--- src/rtl/lift_seq_ctrl.sv ---
// Sequencer for one 1-D 5/3 lifting pass over split even/odd sample RAMs.
// Each element runs five steps: three operand reads, a compute cycle and a write-back.
module lift_seq_ctrl #(
    parameter int W  = 20,
    parameter int AW = 7
) (
    input  logic          clk,
    input  logic          rst_n,
    input  logic          start,
    input  logic          fwd_inv_cfg,
    input  logic [AW-1:0] len_m1,
    output logic          busy,
    output logic          done,
    output logic [AW-1:0] ev_addr,
    output logic [AW-1:0] od_addr,
    output logic          ev_we,
    output logic          od_we,
    output logic [W-1:0]  ev_din,
    output logic [W-1:0]  od_din,
    input  logic [W-1:0]  ev_dout,
    input  logic [W-1:0]  od_dout,
    output logic [W-1:0]  dp_left,
    output logic [W-1:0]  dp_right,
    output logic [W-1:0]  dp_center,
    output logic          dp_p,
    output logic          dp_even_odd,
    output logic          dp_fwd_inv,
    input  logic [W-1:0]  dp_result
);

    typedef enum logic [2:0] {
        IDLE,
        RL,
        RR,
        RC,
        CALC,
        WR,
        DONE
    } state_t;

    state_t        state;
    state_t        state_next;
    logic [AW-1:0] idx;
    logic [AW-1:0] idx_next;
    logic          phase;
    logic          phase_next;
    logic          fwd_q;
    logic [AW-1:0] len_q;
    logic          predict;
    logic [AW-1:0] left_idx;
    logic [AW-1:0] right_idx;

    // Forward runs predict first, inverse runs update first.
    assign predict   = fwd_q ? ~phase : phase;
    assign left_idx  = (idx == '0) ? '0 : idx - AW'(1);
    assign right_idx = (idx == len_q) ? idx : idx + AW'(1);

    always_ff @(posedge clk or negedge rst_n) begin
        if (!rst_n) begin
            state <= IDLE;
            idx   <= '0;
            phase <= 1'b0;
            fwd_q <= 1'b0;
            len_q <= '0;
        end else begin
            state <= state_next;
            idx   <= idx_next;
            phase <= phase_next;
            if (state == IDLE && start) begin
                fwd_q <= fwd_inv_cfg;
                len_q <= len_m1;
            end
        end
    end

    always_comb begin
        state_next = state;
        idx_next   = idx;
        phase_next = phase;
        case (state)
            IDLE: begin
                if (start) begin
                    state_next = RL;
                    idx_next   = '0;
                    phase_next = 1'b0;
                end
            end
            RL:   state_next = RR;
            RR:   state_next = RC;
            RC:   state_next = CALC;
            CALC: state_next = WR;
            WR: begin
                if (idx != len_q) begin
                    idx_next   = idx + AW'(1);
                    state_next = RL;
                end else if (!phase) begin
                    phase_next = 1'b1;
                    idx_next   = '0;
                    state_next = RL;
                end else begin
                    state_next = DONE;
                end
            end
            DONE:    state_next = IDLE;
            default: state_next = IDLE;
        endcase
    end

    // Outputs decode from registered state so reset clears them without waiting for a clock.
    always_comb begin
        ev_addr     = '0;
        od_addr     = '0;
        ev_we       = 1'b0;
        od_we       = 1'b0;
        ev_din      = '0;
        od_din      = '0;
        busy        = (state != IDLE);
        done        = (state == DONE);
        dp_p        = (state == CALC) || (state == WR);
        dp_even_odd = 1'b0;
        dp_fwd_inv  = fwd_q;
        case (state)
            RL: begin
                dp_even_odd = predict;
                if (predict) ev_addr = idx;
                else         od_addr = left_idx;
            end
            RR: begin
                dp_even_odd = predict;
                if (predict) ev_addr = right_idx;
                else         od_addr = idx;
            end
            RC: begin
                dp_even_odd = predict;
                if (predict) od_addr = idx;
                else         ev_addr = idx;
            end
            CALC: dp_even_odd = predict;
            WR: begin
                dp_even_odd = predict;
                if (predict) begin
                    od_addr = idx;
                    od_we   = 1'b1;
                    od_din  = dp_result;
                end else begin
                    ev_addr = idx;
                    ev_we   = 1'b1;
                    ev_din  = dp_result;
                end
            end
            default: ;
        endcase
    end

    // RAM data arrives one cycle after its address, so each operand is captured a step late.
    always_ff @(posedge clk or negedge rst_n) begin
        if (!rst_n) begin
            dp_left   <= '0;
            dp_right  <= '0;
            dp_center <= '0;
        end else begin
            case (state)
                RR:      dp_left   <= predict ? ev_dout : od_dout;
                RC:      dp_right  <= predict ? ev_dout : od_dout;
                CALC:    dp_center <= predict ? od_dout : ev_dout;
                default: ;
            endcase
        end
    end

endmodule

--- config.mk ---
export PLATFORM = sky130hd
export DESIGN_NAME = lift_seq_ctrl
export DESIGN_NICKNAME = d
export VERILOG_FILES = /design/src/rtl/lift_seq_ctrl.sv
export SDC_FILE = /design/constraint.sdc
export NUM_CORES = 1
export LEC_CHECK = 0
export BUFFER_PORTS_ARGS = -buffer_cell sky130_fd_sc_hd__buf_4
export CAP_MARGIN = 30
export CORE_UTILIZATION = 30
export CTS_BUF_LIST = sky130_fd_sc_hd__clkbuf_8
export DETAILED_ROUTE_END_ITERATION = 6
export PLACE_DENSITY = 0.59
export RECOVER_POWER = 25
export SKIP_CTS_REPAIR_TIMING = 1
export SYNTH_ARGS = -nofsm -noshare
export SYNTH_HDL_FRONTEND = slang
export SYNTH_SLANG_ARGS = --single-unit
--- constraint.sdc ---
create_clock -name clk -period 2 [get_ports clk]
set_input_delay 0.3 -clock clk [delete_from_list [all_inputs] [get_ports clk]]
set_output_delay 0.3 -clock clk [all_outputs]
set_load 0.05 [all_outputs]
==> results of run 1 <==
## placed cells by master, fill, tap and decap left out, types with 3 or more instances in the layout
cell / count
buf_4: 196
nand2_1: 94
dfrtp_1: 71
buf_8: 46
o21ai_0: 44
and2_4: 36
nor2_1: 25
buf_6: 23
mux2i_1: 22
a31oi_1: 20
clkbuf_8: 10
mux2_2: 8
dfrtp_2: 8
inv_1: 7
xnor2_1: 7
a32o_1: 6
buf_12: 6
o211ai_1: 5
nand3_1: 5
xnor2_2: 4
a22o_4: 4
nand4_1: 4
and2_2: 4
nor2_4: 3
a21oi_1: 3
nand3b_1: 3
nand2_2: 3
o21ai_1: 3
o221ai_4: 3
## final timing paths
kind	start	to	slack (ns)
worst min register to register	dp_left[18]$_DFFE_PN0P_	dp_left[18]$_DFFE_PN0P_	0.49
max in group asynchronous	rst_n	dp_fwd_inv$_DFFE_PN0P_	0.23
worst min-delay path	len_m1[4]	len_q[4]$_DFFE_PN0P_	0.18
worst max register to register	dp_fwd_inv$_DFFE_PN0P_	dp_left[9]$_DFFE_PN0P_	0.21
min in group asynchronous	rst_n	dp_center[12]$_DFFE_PN0P_	0.61
worst max-delay path	state[2]$_DFFE_PN0P_	od_addr[3]	-0.43
## power by group through the flow
stage               registers, mW  clock network [mW]  logic, mW
floorplan                    4.76                   0       3.03
global placement             2.80                   0       7.57
detailed placement           2.84                   0       7.65
CTS                          2.81                1.11       7.66
global route                 2.95                1.18       8.99
finish                       2.85                1.08       8.49
## worst register-to-register path: cells and delay by family (launching register included)
| family | cells | cell delay, ns |
|---|---|---|
| buf+inv | 2 | 0.42 |
| compound gates | 1 | 0.12 |
| xor+xnor | 1 | 0.33 |
| flops | 1 | 0.51 |
| mux | 1 | 0.30 |
## metrics by stage
step / instances / worst slack, ns / hold WS [ns] / area [um2] / TNS (ns)
5_1_grt: 911 / -0.5229 / 0.1654 / 7604 / -24.27
3_5_place_dp: 877 / -0.05951 / 0.2998 / 6516 / -0.4105
4_1_cts: 893 / -0.4900 / -0.08753 / 6691 / -21.95
2_1_floorplan: 478 / -0.2993 / 0.004409 / 4464 / -2.091
6_report: 911 / -0.4297 / 0.1757 / 7604 / -19.10
3_3_place_gp: 877 / -0.05077 / 0.2951 / 6516 / -0.07954
## area by class of cell
cell class | count | area share (%)
clock buffer | 10 | 1.810
clock inverter | 6 | 0.4937
inverter | 7 | 0.3456
multi-input combinational | 354 | 33.98
sequential | 79 | 26.13
tap | 180 | 2.962
timing repair buffer | 275 | 34.28
## sequential cells by signal, summed over array words and instances, names as in the netlist
name	count
dp_fwd_inv	1
state	3
idx	7
dp_center	20
phase	1
dp_left	20
len_q	7
dp_right	20
## cells by family (layout without fill, tap and decap cells)
| logic type | count (synthesis) | count (layout) |
|---|---|---|
| mux | 33 | 33 |
| buf+inv | 45 | 298 |
| compound gates | 101 | 101 |
| simple gates | 198 | 198 |
| xor+xnor | 18 | 18 |
| flops | 79 | 79 |
| fa+ha+maj | 4 | 4 |
## routing by layer
metal  up-vias  share of wire (%)  track usage [%]
met2       189                 50            32.59
met1      2163                 40            23.82
li1       2128                  -                -
met3        21                7.9            4.026
met5         -                  0                0
met4         0                1.4            6.559
==> results.py, run 1 <==
metrics = {
    "routing": {
        "drtIter0Drc": 218,
        "remaining_drc_errors": 0,
        "vias_per_cell": 4.941,
        "wl_mm": 15.14,
        "routedWlPerCell_um": 16.62,
        "postRouteAntennaNets": 0,
        "num_vias": 4501,
        "drt_pre_antenna_iters": 5,
    },
    "final_layout": {
        "drive_above_1_share_pct": 53.90,
        "post-route-util_pct": 54.57,
        "layout.nets": 801,
        "multiInputGateArea_mm2": 0.002584,
        "antenna_cells": 0,
        "nFillCells": 1248,
        "seqCellArea_mm2": 0.001987,
        "syn_to_final_growth_pct": 76.50,
    },
    "logic_synthesis": {
        "yosysTopAreaCellShare_pct": 45.89,
        "synth_compound_area_share_pct": 15.02,
        "synth_common_cells": "nand2_1 (97), dfrtp_1 (79), o21ai_0 (51), and2_1 (40), nor2_1 (27)",
        "ys_types": 43,
        "synth_mux_area_share_pct": 7.929,
        "ys_seq_area_share_pct": 45.89,
        "yosysWarnings": 0,
        "synthAdderAreaFrac_pct": 1.162,
        "synth_edf_count": 0,
        "async_flop_share_pct": 100.0,
        "yosys.area.top_type": "dfrtp_1",
        "syn_area_mm2": 0.004308,
        "yosysMostFrequentCell": "nand2_1",
        "syn_nets": 553,
        "synth_area_leaders": "dfrtp_1 (46%), nand2_1 (8.5%), o21ai_0 (5.9%)",
        "syn_avg_cell_area_um2": 9.012,
        "synth_ff_type": "dfrtp_1",
        "synthSimpleGateAreaFrac_pct": 21.73,
        "ys_ff_latch": 79,
        "netlist_instances": 478,
        "synth_xor_area_share_pct": 3.834,
        "synth_top_family_by_area": "simple AND/OR/NAND/NOR gates",
    },
    "power": {
        "leakage_nw": 3.579,
        "p_int_mw": 6.055,
        "swShare_pct": 51.20,
        "ir_worst_vdd_uv": 500.9,
        "seqPwrFrac_pct": 22.9,
        "clockPowerShare_pct": 8.7,
        "p_switching_mw": 6.354,
        "pwr-share-comb_pct": 68.4,
        "powerDensity_mw_per_mm2": 1632,
        "power_mw": 12.41,
    },
    "critical_path": {
        "path_delay_family": "compound AO/OA/AOI/OAI gates",
        "cp_data_arrival_time_ns": 2.13,
        "cp_num_cells": 6,
        "critPathLaunchType": "register",
        "path_buf_inv": 2,
        "cp_max_fo": 7,
        "worst_r2r_path_depth": 5,
        "max_stage_delay_ns": 0.45,
        "critPathKind": "reg -> out",
        "cp_slowest_cell": "dfrtp_2",
        "critPathMostFrequentCell": "buf_6",
        "critical_path.cell_chain": "or3b_4 > a311oi_4 > buf_6 > a221o_1 > a22o_4 > buf_6",
        "setup.worst_path.end_class": "output pin",
        "required_ns": 1.70,
    },
    "global_route": {
        "antenna_found_initial": 0,
        "grt_max_degree": 44,
        "grt_pass1_vias": 4301,
        "grt_pass1_wl_mm": 22.00,
        "grt_use_total_pct": 19.12,
        "gr-total-overflow": 0,
    },
    "timing": {
        "fin_crit_sh_pct": 121.5,
        "fmax_mhz": 411.6,
        "fin_ws_ns": -0.4297,
        "skew_ns": 0.01235,
        "period_needed_ns": 2.430,
        "tightest_slew_ns": 0.9149,
        "rsz0062_at_grt": "true",
        "setup-violations-final": 57,
        "final-max-slew-violation-count": 0,
        "hold_viol": 0,
        "relSlewSlack_pct": 39.00,
    },
    "die": {
        "dieArea_mm2": 0.01484,
        "die_y_um": 121.8,
        "placementRows": 43,
        "initial_utilization_pct": 30.91,
        "fp.dieW_um": 121.8,
        "core_area_mm2": 0.01393,
        "ios": 192,
    },
    "hold_path": {
        "min_path_cells": 2,
        "min_path_type": "in -> reg",
    },
    "clocking": {
        "clk_pin_slew_ns": 0.09,
        "htreeDepth": 3,
        "cts_tree": "done",
        "cts_buffers": 9,
        "clock-root-buffer": "clkbuf_8",
        "clock-sinks": 79,
        "ctsLongestPathBuffers": 2,
        "clk_latency_ns": 0.35,
    },
    "run_status": {
        "violations": "negative setup slack",
        "run_status": "finished with violations",
    },
    "run": {
        "cap_violations": 0,
    },
    "placed_design": {
        "dp_hpwl_mm": 10.99,
        "gp_congestion": 0.8688,
        "port_buffers": 191,
    },
}
(Power assumes the default switching activity.)
==> inputs of run 2 (changes only) <==
--- a/config.mk
+++ b/config.mk
@@ -13,6 +13,7 @@
 export PLACE_DENSITY = 0.59
 export RECOVER_POWER = 25
 export SKIP_CTS_REPAIR_TIMING = 1
+export SKIP_LAST_GASP = 1
 export SYNTH_ARGS = -nofsm -noshare
 export SYNTH_HDL_FRONTEND = slang
 export SYNTH_SLANG_ARGS = --single-unit
==> run 2 against run 1 <==
Final cell count unchanged. Clock skew about the same. Critical endpoint unchanged. Clock power about the same. Via count decreased by 0.53%. Register-to-register slack got worse by 0.02 ns. Sequential share of layout area increased by 0.11 points. Count of clock-buffer cells in the layout unchanged. The run still ends with negative setup slack left.
==> results.py, run 2 (same netlist as run 1, synthesis figures left out) <==
metrics = {
    "timing": {
        "setup-violations-final": 57,
        "hold_viol": 0,
        "fmax_mhz": 412.6,
        "fin_crit_sh_pct": 121.2,
        "relSlewSlack_pct": 38.29,
        "rsz0062_at_grt": "true",
        "tightest_slew_ns": 0.9257,
        "final-max-slew-violation-count": 0,
        "fin_ws_ns": -0.4238,
        "skew_ns": 0.01282,
        "period_needed_ns": 2.424,
        "worst_hold_slack_ns": 0.1770,
    },
    "die": {
        "ios": 192,
        "fp.dieW_um": 121.8,
        "placementRows": 43,
        "dieArea_mm2": 0.01484,
        "core_area_mm2": 0.01393,
        "initial_utilization_pct": 30.91,
        "die_y_um": 121.8,
    },
    "final_layout": {
        "top_regs": "dp_center (20), dp_left (20), dp_right (20)",
        "final_cell_area_mm2": 0.007571,
        "layout_commonest_cell": "buf_4",
        "seqCellArea_mm2": 0.001987,
        "nFillCells": 1247,
        "antenna_cells": 0,
        "multiInputGateArea_mm2": 0.002571,
        "mostFrequentLayoutCells": "buf_4 (198), nand2_1 (94), dfrtp_1 (71), buf_8 (45), o21ai_0 (44)",
        "syn_to_final_growth_pct": 75.75,
        "drive_above_1_share_pct": 53.76,
        "layout.nets": 801,
    },
    "routing": {
        "drt_pre_antenna_iters": 6,
        "num_vias": 4477,
        "drtIter0Drc": 203,
        "top_layer_used": "met4",
        "remaining_drc_errors": 0,
        "wl_met3_mm": 1.189,
        "vias_per_cell": 4.914,
        "wl_mm": 15.12,
        "postRouteAntennaNets": 0,
        "routedWlPerCell_um": 16.60,
        "dr_wl_met2_mm": 7.574,
        "drt-met1-wl_mm": 6.138,
    },
    "clocking": {
        "ctsLongestPathBuffers": 2,
        "cts_tree": "done",
        "clk_latency_ns": 0.35,
        "clock-root-buffer": "clkbuf_8",
        "htreeDepth": 3,
        "clock-sinks": 79,
        "cts_buffers": 9,
        "clk_pin_slew_ns": 0.09,
    },
    "critical_path": {
        "critPathLaunchType": "register",
        "cp_max_fo": 7,
        "setup.worst_path.end_class": "output pin",
        "cp_data_arrival_time_ns": 2.12,
        "critPathKind": "reg -> out",
        "required_ns": 1.70,
    },
    "run_status": {
        "violations": "negative setup slack",
        "run_status": "finished with violations",
    },
    "placed_design": {
        "dp_hpwl_mm": 10.99,
        "port_buffers": 191,
        "gp_congestion": 0.8688,
        "placed_cell_area_mm2": 0.006516,
    },
    "global_route": {
        "antenna_found_initial": 0,
        "grt_pass1_wl_mm": 22.00,
        "grt_max_degree": 44,
        "grt_pass1_vias": 4301,
        "grt_use_total_pct": 19.12,
        "gr-total-overflow": 0,
    },
    "run": {
        "cap_violations": 0,
    },
    "power": {
        "powerDensity_mw_per_mm2": 1627,
        "ir_worst_vdd_uv": 501.0,
        "leakage_nw": 3.573,
    },
    "hold_path": {
        "min_path_type": "in -> reg",
    },
}
[run 2: cell type report]
class / instances / share of cell area [%]
Clock buffer: 10 / 1.818
Timing Repair Buffer: 275 / 34.16
Clock inverter: 6 / 0.4958
Inverter: 7 / 0.3471
Tap cell: 180 / 2.975
Sequential cell: 79 / 26.24
Multi-Input combinational cell: 354 / 33.96
[run 2: worst paths after layout]
check | start | to | slack, ns | cells after the start
setup / recovery | state[2]$_DFFE_PN0P_ | od_addr[3] | -0.42 | 6
hold / removal | len_m1[4] | len_q[4]$_DFFE_PN0P_ | 0.18 | 2
setup reg to reg | phase$_DFFE_PN0P_ | dp_left[9]$_DFFE_PN0P_ | 0.19 | 5
hold reg to reg | dp_left[18]$_DFFE_PN0P_ | dp_left[18]$_DFFE_PN0P_ | 0.49 | 2
max in group asynchronous | rst_n | dp_fwd_inv$_DFFE_PN0P_ | 0.22 | 3
min in group asynchronous | rst_n | dp_center[12]$_DFFE_PN0P_ | 0.62 | 2
[run 2: per-layer routing]
layer / global-route usage [%] / up-vias
li1: - / 2125
met4: 6.559 / 0
met2: 32.59 / 179
met5: 0 / -
met1: 23.82 / 2153
met3: 4.026 / 20
[run 2: through the flow]
stage                     setup TNS (ns)  cells  utilization (%)  power (mW)  worst slack (ns)
after global placement          -0.07954    877            46.76       10.37          -0.05077
after floorplan                   -2.091    478                -       7.783           -0.2993
after detailed placement         -0.4105    877            46.76       10.49          -0.05951
final                             -19.20    911            54.33       12.32           -0.4238
after global routing              -24.37    911            54.33       13.04           -0.5229
after CTS                         -21.95    893            48.02       11.59           -0.4900
[run 2: critical path, cell delays in order (launching register included)]
cell and delay, ns:
dfrtp_2 0.45, or3b_4 0.44, a311oi_4 0.27, buf_6 0.17, a221o_1 0.17, a22o_4 0.13
buf_6 0.14
[run 2: power by group]
part	internal (mW)	switching, mW
Combinational	3.19	5.21
Sequential	2.33	0.514
Clock	0.478	0.596
Total	6.00	6.32
==> inputs of run 3 (changes only) <==
--- a/config.mk
+++ b/config.mk
@@ -7,10 +7,10 @@
 export LEC_CHECK = 0
 export BUFFER_PORTS_ARGS = -buffer_cell sky130_fd_sc_hd__buf_4
 export CAP_MARGIN = 30
-export CORE_UTILIZATION = 30
+export CORE_UTILIZATION = 44
 export CTS_BUF_LIST = sky130_fd_sc_hd__clkbuf_8
 export DETAILED_ROUTE_END_ITERATION = 6
-export PLACE_DENSITY = 0.59
+export PLACE_DENSITY = 0.78
 export RECOVER_POWER = 25
 export SKIP_CTS_REPAIR_TIMING = 1
 export SKIP_LAST_GASP = 1
==> run 3 against run 2 <==
Final cell count is 6.3% lower. Clock skew is 0.0013 ns higher. The flow still finishes with violations (negative setup slack). Largest cell class is now multi-input combinational cells. Final area is 8.5% lower. Count of clock-buffer cells in the layout is 1 lower. Highest routed layer unchanged. Die area is 31% lower. Critical path type unchanged.
==> results.py, run 3 (same netlist as run 1, synthesis figures left out) <==
metrics = {
    "timing": {
        "skew_ns": 0.01412,
        "worst_hold_slack_ns": 0.1816,
        "rsz0062_at_grt": "true",
        "relSlewSlack_pct": 31.89,
        "hold_viol": 0,
        "period_needed_ns": 2.508,
        "final-max-slew-violation-count": 0,
        "tightest_slew_ns": 1.022,
        "fmax_mhz": 398.6,
        "tns_ns": -14.22,
        "setup-violations-final": 57,
        "fin_crit_sh_pct": 125.4,
        "fin_ws_ns": -0.5085,
    },
    "power": {
        "ir_worst_vdd_uv": 1330,
        "powerDensity_mw_per_mm2": 1755,
        "power_mw": 12.16,
        "leakage_nw": 3.390,
    },
    "final_layout": {
        "nFillCells": 689,
        "multiInputGateArea_mm2": 0.002384,
        "mostFrequentLayoutCells": "buf_4 (234), nand2_1 (96), dfrtp_1 (72), o21ai_0 (46), nor2_1 (24)",
        "top_regs": "dp_center (20), dp_left (20), dp_right (20)",
        "drive_above_1_share_pct": 48.41,
        "seqCellArea_mm2": 0.001986,
        "antenna_cells": 0,
        "fin_cells": 854,
        "final_cell_area_mm2": 0.006928,
        "layout.nets": 795,
        "layout_commonest_cell": "buf_4",
        "post-route-util_pct": 73.93,
        "syn_to_final_growth_pct": 60.82,
    },
    "clocking": {
        "cts_buffers": 9,
        "ctsLongestPathBuffers": 2,
        "htreeDepth": 3,
        "clk_pin_slew_ns": 0.08,
        "cts_tree": "done",
        "clock-root-buffer": "clkbuf_8",
        "clock-sinks": 79,
        "clk_latency_ns": 0.35,
    },
    "routing": {
        "drtIter0Drc": 292,
        "drt_pre_antenna_iters": 5,
        "wl_mm": 14.58,
        "routedWlPerCell_um": 17.07,
        "remaining_drc_errors": 0,
        "num_vias": 4508,
        "postRouteAntennaNets": 0,
        "vias_per_cell": 5.279,
    },
    "critical_path": {
        "critPathKind": "reg -> out",
        "max_stage_delay_ns": 0.45,
        "cp_data_arrival_time_ns": 2.21,
        "required_ns": 1.70,
        "critical_path.cell_chain": "inv_1 > ha_1 > nor2b_4 > a311oi_4 > buf_6 > a221o_1 > a22o_4 > buf_6",
        "critPathMostFrequentCell": "buf_6",
        "critPathLaunchType": "register",
        "cp_slowest_cell": "dfrtp_2",
        "cp_max_fo": 6,
        "setup.worst_path.end_class": "output pin",
    },
    "global_route": {
        "grt_max_degree": 42,
        "grt_use_total_pct": 26.81,
        "grt_pass1_wl_mm": 21.07,
        "gr-total-overflow": 0,
        "antenna_found_initial": 0,
        "grt_pass1_vias": 4266,
    },
    "placed_design": {
        "dp_hpwl_mm": 10.45,
        "port_buffers": 191,
        "gp_congestion": 0.9143,
        "placed_cell_area_mm2": 0.006340,
        "dp_slack_ns": -0.1021,
        "place_inst": 816,
    },
    "die": {
        "core_area_mm2": 0.009371,
        "placementRows": 35,
        "ios": 192,
        "die_y_um": 100.9,
        "initial_utilization_pct": 45.97,
        "dieArea_mm2": 0.01019,
        "fp.dieW_um": 100.9,
    },
    "run": {
        "cap_violations": 0,
    },
    "run_status": {
        "run_status": "finished with violations",
        "violations": "negative setup slack",
    },
    "hold_path": {
        "min_path_type": "in -> reg",
    },
}
## run 3: layer usage
metal  GRT usage, %  up-vias  part of all wire (%)
li1               -     2118                     -
met1          32.92     2162                    40
met2          47.31      190                    51
met3          5.409       38                   6.7
met4          8.361        0                   2.3
met5              0        -                     0
## run 3: path summary, 6_finish.rpt
kind / depth (start not counted) / slack (ns) / start / endpoint
worst max register to register: 7 / 0.11 / state[1]$_DFFE_PN0P_ / idx[3]$_DFFE_PN0P_
min in group asynchronous: 2 / 0.65 / rst_n / dp_center[15]$_DFFE_PN0P_
worst min-delay path: 2 / 0.18 / len_m1[4] / len_q[4]$_DFFE_PN0P_
worst min register to register: 2 / 0.48 / dp_left[11]$_DFFE_PN0P_ / dp_left[11]$_DFFE_PN0P_
max in group asynchronous: 3 / 0.35 / rst_n / state[0]$_DFFE_PN0P_
worst max-delay path: 8 / -0.51 / idx[0]$_DFFE_PN0P_ / od_addr[3]
## run 3: cell type report
cell class	count	share of cell area, %
clock inverter	7	0.9030
multi-input combinational	354	34.40
timing repair buffer	269	31.53
sequential	79	28.66
tap	129	2.330
inverter	7	0.3793
clock buffer	9	1.788
## run 3: worst max-delay path: cells and delay by family, from the launching register on
family / cells / cell delay [ns]
adder cells (fa/ha/maj): 1 / 0.17
buffers and inverters: 3 / 0.42
AND/OR/NAND/NOR: 1 / 0.16
AO/OA/AOI/OAI: 3 / 0.67
flip-flops: 1 / 0.45
## run 3: power by group
part | internal, mW | switching (mW)
sequential | 2.33 | 0.498
combinational | 2.96 | 5.20
clock | 0.569 | 0.596
